## src/rtl/sad_pixel_feeder.sv

```systemverilog
// rtl/sad_pixel_feeder.sv - SAD producer: reads two pixel blocks, streams |a-b| beats
//
// Walks a BLK_W x BLK_H block in memories A and B, issues one read per cycle
// (bounded so at most two results are ever pending), and streams the 8-bit
// absolute differences over a valid/ready handshake to the SAD accumulator.
//
// Optional feature: define SAD_STRIDE_EN for row/column addressing
// (base + row*STRIDE + col); otherwise addressing is linear (base + i).
//
// Ports:
//   clk, rst_n         clock (rising edge), asynchronous active-low reset
//   start              begin one block (sampled only when idle)
//   base_a, base_b     block base addresses, captured on start
//   busy, done         block in progress / one-cycle completion pulse
//   rd_en              read strobe to both memories
//   addr_a, addr_b     read addresses
//   rdata_a, rdata_b   read data, valid one cycle after rd_en
//   abs_valid/ready    beat handshake toward the accumulator
//   abs_data, abs_last |a-b| and final-beat marker
module sad_pixel_feeder #(
  parameter int PIX_W  = 8,
  parameter int ADDR_W = 10,
  parameter int BLK_W  = 4,
  parameter int BLK_H  = 4,
  parameter int STRIDE = 16
) (
  input  logic              clk,
  input  logic              rst_n,
  input  logic              start,
  input  logic [ADDR_W-1:0] base_a,
  input  logic [ADDR_W-1:0] base_b,
  output logic              busy,
  output logic              done,
  output logic              rd_en,
  output logic [ADDR_W-1:0] addr_a,
  output logic [ADDR_W-1:0] addr_b,
  input  logic [PIX_W-1:0]  rdata_a,
  input  logic [PIX_W-1:0]  rdata_b,
  output logic              abs_valid,
  input  logic              abs_ready,
  output logic [PIX_W-1:0]  abs_data,
  output logic              abs_last
);

  localparam int N     = BLK_W * BLK_H;
  localparam int CNT_W = $clog2(N + 1);

  typedef enum logic [1:0] {S_IDLE, S_RUN, S_DRAIN, S_DONE} state_t;

  state_t            state, state_nx;
  logic [ADDR_W-1:0] base_a_q, base_b_q, offset;
  logic [CNT_W-1:0]  rd_cnt, pop_cnt;
  logic              inflight;
  logic [1:0]        buf_count;
  logic [PIX_W-1:0]  buf0, buf1, in_abs;
  logic [2:0]        occ;
  logic              pop, pop_buf, push_buf, rd_last;

  assign in_abs = (rdata_a >= rdata_b) ? (rdata_a - rdata_b) : (rdata_b - rdata_a);

  // Returning read data bypasses the empty buffer so the first beat appears
  // in the same cycle the memories answer; if it is not taken it is parked
  // in the buffer and shown unchanged from there on the next cycle.
  assign abs_valid = (buf_count != 2'd0) | inflight;
  assign abs_data  = (buf_count != 2'd0) ? buf0 : (inflight ? in_abs : '0);
  assign abs_last  = abs_valid & (pop_cnt == CNT_W'(N - 1));
  assign pop       = abs_valid & abs_ready;
  assign pop_buf   = pop & (buf_count != 2'd0);
  assign push_buf  = inflight & ~((buf_count == 2'd0) & pop);

  // Reads already issued but not yet consumed must stay below two after
  // this cycle's pop, so the 2-entry buffer can never overflow.
  assign occ     = {1'b0, buf_count} + {2'b00, inflight};
  assign rd_en   = (state == S_RUN) & (occ < (3'd2 + {2'b00, pop}));
  assign rd_last = (rd_cnt == CNT_W'(N - 1));

  assign addr_a = base_a_q + offset;
  assign addr_b = base_b_q + offset;
  assign busy   = (state == S_RUN) | (state == S_DRAIN);
  assign done   = (state == S_DONE);

`ifdef SAD_STRIDE_EN
  localparam int COL_W = (BLK_W > 1) ? $clog2(BLK_W) : 1;
  logic [COL_W-1:0]  col_q;
  logic [ADDR_W-1:0] row_off_q;

  assign offset = row_off_q + ADDR_W'(col_q);

  always_ff @(posedge clk or negedge rst_n) begin
    if (!rst_n) begin
      col_q     <= '0;
      row_off_q <= '0;
    end else if (state == S_IDLE && start) begin
      col_q     <= '0;
      row_off_q <= '0;
    end else if (rd_en) begin
      if (col_q == COL_W'(BLK_W - 1)) begin
        col_q     <= '0;
        row_off_q <= row_off_q + ADDR_W'(STRIDE);
      end else begin
        col_q <= col_q + 1'b1;
      end
    end
  end
`else
  assign offset = ADDR_W'(rd_cnt);
`endif

  always_comb begin
    state_nx = state;
    case (state)
      S_IDLE:  if (start) state_nx = S_RUN;
      S_RUN:   if (rd_en && rd_last) state_nx = S_DRAIN;
      S_DRAIN: if (pop && abs_last) state_nx = S_DONE;
      S_DONE:  state_nx = S_IDLE;
      default: state_nx = S_IDLE;
    endcase
  end

  always_ff @(posedge clk or negedge rst_n) begin
    if (!rst_n) state <= S_IDLE;
    else        state <= state_nx;
  end

  always_ff @(posedge clk or negedge rst_n) begin
    if (!rst_n) begin
      base_a_q  <= '0;
      base_b_q  <= '0;
      rd_cnt    <= '0;
      pop_cnt   <= '0;
      inflight  <= 1'b0;
      buf_count <= 2'd0;
      buf0      <= '0;
      buf1      <= '0;
    end else begin
      inflight <= rd_en;
      if (state == S_IDLE && start) begin
        base_a_q <= base_a;
        base_b_q <= base_b;
        rd_cnt   <= '0;
        pop_cnt  <= '0;
      end else begin
        if (rd_en) rd_cnt  <= rd_cnt + 1'b1;
        if (pop)   pop_cnt <= pop_cnt + 1'b1;
      end
      case (buf_count)
        2'd0: begin
          if (push_buf) begin
            buf0      <= in_abs;
            buf_count <= 2'd1;
          end
        end
        2'd1: begin
          if (pop_buf && push_buf) begin
            buf0 <= in_abs;
          end else if (pop_buf) begin
            buf_count <= 2'd0;
          end else if (push_buf) begin
            buf1      <= in_abs;
            buf_count <= 2'd2;
          end
        end
        default: begin
          if (pop_buf) begin
            buf0 <= buf1;
            if (push_buf) buf1 <= in_abs;
            else          buf_count <= 2'd1;
          end
        end
      endcase
    end
  end

endmodule

```

## config.mk

```make
export PLATFORM = sky130hd
export DESIGN_NAME = sad_pixel_feeder
export DESIGN_NICKNAME = d
export VERILOG_FILES = /design/src/rtl/sad_pixel_feeder.sv
export SDC_FILE = /design/constraint.sdc
export NUM_CORES = 1
export LEC_CHECK = 0
export ABC_AREA = 0
export BUFFER_PORTS_ARGS = -buffer_cell sky130_fd_sc_hd__buf_2
export CORE_MARGIN = 1
export CORE_UTILIZATION = 45
export CTS_CLUSTER_SIZE = 40
export DETAILED_ROUTE_END_ITERATION = 10
export PLACE_DENSITY = 0.72
export SLEW_MARGIN = 10
export SYNTH_ARGS = -nofsm -noshare
export SYNTH_HDL_FRONTEND = slang
export SYNTH_SLANG_ARGS = --single-unit
```

## constraint.sdc

```tcl
create_clock -name clk -period 3 [get_ports clk]
set_input_delay 0.3 -clock clk [delete_from_list [all_inputs] [get_ports clk]]
set_output_delay 0.3 -clock clk [all_outputs]
set_load 0.01 [all_outputs]
```

# Yosys cells after proc, flatten, opt, wreduce, memory -nomap -nowiden
# Index checks and enable logic that the tools add are counted.
[totals] ff_bits=51 input_bits=40
[classes] n_bitwise=10 n_mux=27 n_eq_ne=15 n_reduce_logical=15 addsub=8 n_lt_le_gt_ge=2
[op_table] op="$mux W8" count=10
[op_table] op="$pmux W8 S2" count=2
[op_table] op="$add A10 B5 Y10" count=2
[op_table] op="$mux W5" count=4
[op_table] op="$mux W2" count=9
[op_table] op="$sub A8 B8 Y8" count=2
[op_table] op="$add A5 B1 Y5 const B" count=2
[op_table] op="$eq A5 B4 Y1 const B" count=2
[op_table] op="$ne A2 B2 Y1 const B" count=5
[op_table] op="$ge A8 B8 Y1" count=1
[op_table] op="$pmux W2 S4" count=1
[op_table] op="$reduce_bool A2 Y1" count=4
[op_table] op="$and A1 B1 Y1" count=6
[op_table] op="$reduce_and A3 Y1" count=2
[op_table] op="$reduce_and A5 Y1" count=1
[op_table] op="$eq A2 B1 Y1 const B" count=2
[op_table] op="$eq A2 B2 Y1 const B" count=2
[op_table] op="$logic_and A1 B1 Y1" count=4
[op_table] op="$logic_not A2 Y1" count=2
[op_table] op="$ne A2 B1 Y1 const B" count=2
[op_table] op="$pmux W2 S2" count=1
[op_table] op="$reduce_and A4 Y1" count=1
[op_table] op="$add A2 B1 Y3" count=1
[op_table] op="$add A2 B1 Y3 const A" count=1
[op_table] op="6 further kinds" count=8

# Logic depth before layout (Yosys ltp)
[logic_depth] ltp_word=10 depth_mapped=11 ltp_nobuf=10

# Least setup slack after synthesis
# Ideal clock, no wire load.
[synth_path] path_type="in2out" startpoint="input port rdata_a[0]" endpoint="output port abs_data[4]" path_slack_ps=360 n_path_buf=1 stages=11 t_required_ps=2700 arrival_time_ps=2340 cell_sequence="inv_1 -> ha_1 -> inv_1 -> fa_1 -> nand3_1 -> a31oi_1 -> a2111oi_4 -> buf_6 -> mux2i_2 -> xnor2_1 -> o31ai_1"
[synth_via] elab_chain_len=4
[synth_lines] item="start, declared" line="37" source="input logic [PIX_W-1:0] rdata_a,"
[synth_lines] item="$sub A8 B8 Y8 / $ge A8 B8 Y1 (equally long branches)" line="59" source="assign in_abs = (rdata_a >= rdata_b) ? (rdata_a - rdata_b) : (rdata_b - rdata_a);"
[synth_lines] item="$mux W8 (*)" line="59"
[synth_lines] item="$mux W8 (*) (2 in series)" line="65" source="assign abs_data = (buf_count != 2'd0) ? buf0 : (inflight ? in_abs : '0);"
[synth_lines] item="end, declared" line="41" source="output logic [PIX_W-1:0] abs_data,"
# Every way passes the cells marked *; elsewhere a longest branch is shown, timed or not.

# Worst setup path after layout
# Ends and elaborated chain as after synthesis.

==> impl_metrics.env <==
export IMPL_yosysSeqAreaShare=0.349
export IMPL_synth_top_family_by_area="adder cells"
export IMPL_status="complete, no violations"
export IMPL_cts_htree_levels=2
export IMPL_final_common_cell="buf_2"
export IMPL_dp_cells=540
export IMPL_start_util=0.469
export IMPL_cp_start_kind="input pin"
export IMPL_min_delay_start="base_a[1]"
export IMPL_synth_edff_count=0
export IMPL_syn_instance_count=379
export IMPL_core_area_sq_mm=0.00781
export IMPL_antenna_found_initial=0
export IMPL_hold_depth=2
export IMPL_grt_ovfl_total=0
export IMPL_yosysWarnings=0
export IMPL_grt_pass1_vias=2834
export IMPL_worstRegToRegCells=6
export IMPL_setup_viol=0
export IMPL_clock_path_buffers=2
export IMPL_drtIter0Drc=162
export IMPL_port_buffer_count=72
export IMPL_timing_rr_start="buf_count[1]"
export IMPL_synth_cell_area_sq_mm=0.00366
export IMPL_yosys_area_share_simple=0.139
export IMPL_cts_tree="done"
export IMPL_ir_drop_uv=278
export IMPL_synth_compound_area_share=0.144
export IMPL_hold_class="in -> reg"
export IMPL_final_max_slew_viol_count=0
export IMPL_syn_avg_cell_area_sq_um=9.66
export IMPL_async_reset_ff_frac=1.00
export IMPL_ys_flop_type="dfrtp_1"
export IMPL_p_sw_frac=0.409
export IMPL_cap_viol_max_count=0
export IMPL_cp_end_kind="primary output"
export IMPL_fin_total_pwr_w=0.00396
export IMPL_dieHeight_um=92.2
export IMPL_gp_congestion=0.850
export IMPL_synth_adder_area_share=0.145
export IMPL_drc=0
export IMPL_skew_ps=5.00
export IMPL_die_x_um=92.2
export IMPL_antenna_cells=0
export IMPL_synth_top_area_share=0.349
export IMPL_clock_sinks=51
export IMPL_wl_per_cell_um=13.9
export IMPL_hpwl_mm=5.74
export IMPL_yosysTopAreaCell="dfrtp_1"
export IMPL_instances_no_fill=554
export IMPL_cp_arrival_ps=2570
export IMPL_worstSkewPairLatency_ps=300
export IMPL_std_cell_rows=32
export IMPL_combPwrFrac=0.530
export IMPL_layout_drive_gt1_share=0.283
export IMPL_n_fill_cell=677
export IMPL_first_pass_iters=4
export IMPL_internal_power_w=0.00234
export IMPL_io_pins=73
export IMPL_p_leak_nw=2.18
export IMPL_p_clk_frac=0.140
export IMPL_track_usage=0.186
export IMPL_critPathMaxFanout=7
export IMPL_ant_nets=0
export IMPL_synthXorXnorAreaFrac=0.0670
export IMPL_finalCritPeriodShare=0.957
export IMPL_utilization=0.560
export IMPL_switchingPower_w=0.00162
export IMPL_num_vias=2963
export IMPL_syn2layout_area_growth_pct=19.4
export IMPL_ys_ff_latch=51
export IMPL_relSlewSlack=0.532
export IMPL_worstPathRequired_ps=2700
export IMPL_post_route_min_period_ps=2870
export IMPL_routed_wl_mm=7.68
export IMPL_tightest_slew_ps=702
export IMPL_die_area_sq_mm=0.00850
export IMPL_hold_end="base_a_q[1]"
export IMPL_synth_area_top_cells="dfrtp_1 (35%), ha_1 (12%), mux2_2 (6.8%)"
export IMPL_cts_root_buf="clkbuf_8"
export IMPL_reg2reg_slack_ps=850
export IMPL_synth_nets=459
export IMPL_hold_violations=0
export IMPL_fmax_mhz=348
export IMPL_final_cell_mix="buf_2 (71), dfrtp_1 (51), nand2_1 (35), ha_1 (35)"
export IMPL_cts_buffers=5
export IMPL_totalNegativeSetupSlack_ps=0
export IMPL_viasPerCell=5.35
export IMPL_reg2reg_to="rd_cnt[3]"
export IMPL_p_per_area_mw_per_mm2=907
export IMPL_cts_reportedPaths_clkPinSlew_ps=90
export IMPL_nets=531
export IMPL_ys_types=49
export IMPL_grt_pass1_wl_mm=12.7
export IMPL_synthMuxAreaShare=0.102
export IMPL_seqPwrFrac=0.330
export IMPL_path_class="in -> out"
export IMPL_grt_max_degree=31
power by group through the flow:
stage,combinational (W),clock (W),sequential [W]
finish,0.00210,0.000554,0.00131
global placement,0.00201,0,0.00130
global route,0.00234,0.000597,0.00136
floorplan,0.00153,0,0.00121
CTS,0.00208,0.000565,0.00131
detailed placement,0.00207,0,0.00132
per-stage QoR:
step,hold slack [ps],instance area (sq um),setup WS [ps]
2_1_floorplan,4.41,3660,360
3_3_place_gp,330,4110,226
3_5_place_dp,332,4110,146
4_1_cts,214,4250,139
5_1_grt,210,4370,-5.41
6_report,220,4370,129
what timing repair did:
item                       4_1_cts  5_1_grt
setup buffers                    0        4
hold buffers                     1        0
gates resized for setup          0       13
hold endpoints to repair         1        0
setup endpoints to repair        0        3
worst max-delay path, cell delays in order:
cell	delay (ps)
buf_6	90
inv_2	50
ha_4	130
inv_2	40
fa_2	400
nand3_2	100
a31oi_4	100
a2111oi_4	390
buf_12	190
mux2i_4	270
xnor2_2	100
o31ai_1	210
buf_2	190
cell type report:
type / instances / area (sq um) / share of cell area
inverters: 27 / 101 / 0.0232
multi-input cells: 282 / 2240 / 0.513
flip-flops and latches: 51 / 1280 / 0.292
clock buffers: 6 / 72.6 / 0.0166
repair buffers: 84 / 489 / 0.112
clock inverters: 2 / 60.1 / 0.0137
well taps: 102 / 128 / 0.0292
routing by layer:
layer | vias up | wire length (um) | track usage | share of wire
met5 | - | 0 | 0 | 0
li1 | 1462 | - | - | -
met2 | 97 | 3660 | 0.333 | 0.48
met1 | 1397 | 3510 | 0.228 | 0.46
met3 | 7 | 436 | 0.0340 | 0.057
met4 | 0 | 75 | 0.0482 | 0.0098
kinds of logic after synthesis:
kind of cell               Yosys count
xor gates and xnor gates            28
muxes                               34
AOI/OAI and AO/OA                   76
DFF                                 51
buffers and inverters               46
adders and majority gates           40
and+or+nand+nor                    104
synth_stat cells, types with 2 or more instances:
master	number
xnor2_1	14
nand4_1	6
mux2i_1	10
a221oi_1	2
ha_1	36
nand3b_1	2
buf_6	3
nand2_1	35
a21oi_1	17
nor2b_1	6
nor3_1	3
a31o_1	3
o2111ai_1	2
dfrtp_1	51
a211oi_1	2
buf_2	4
inv_1	27
nand3_1	6
and2_1	4
clkbuf_1	12
nor2_1	25
nor4bb_1	2
o21bai_1	2
a31oi_1	4
fa_1	4
o21a_1	3
and3_1	6
o21ai_1	5
o41ai_1	2
o31ai_1	3
a21o_1	8
o21ai_0	15
mux2_2	22
or3_1	5
xor2_1	14
how the worst max path moves through the flow:
stage | startpoint | to | cells after the start
2_1_floorplan | rdata_a[0] | abs_data[4] | 11
3_3_place_gp | rdata_a[0] | abs_data[2] | 13
3_5_place_dp | rdata_a[0] | abs_data[3] | 13
4_1_cts | rdata_a[0] | abs_data[3] | 13
5_1_grt | rdata_a[0] | abs_data[4] | 13
6_report | rdata_a[0] | abs_data[4] | 13
sequential cells by signal, summed over array words and instances, names as in the netlist:
register,flops
state,2
buf1,8
rd_cnt,5
pop_cnt,5
inflight,1
buf_count,2
base_b_q,10
base_a_q,10
buf0,8
Note: power is estimated with default switching activity, not from simulation.
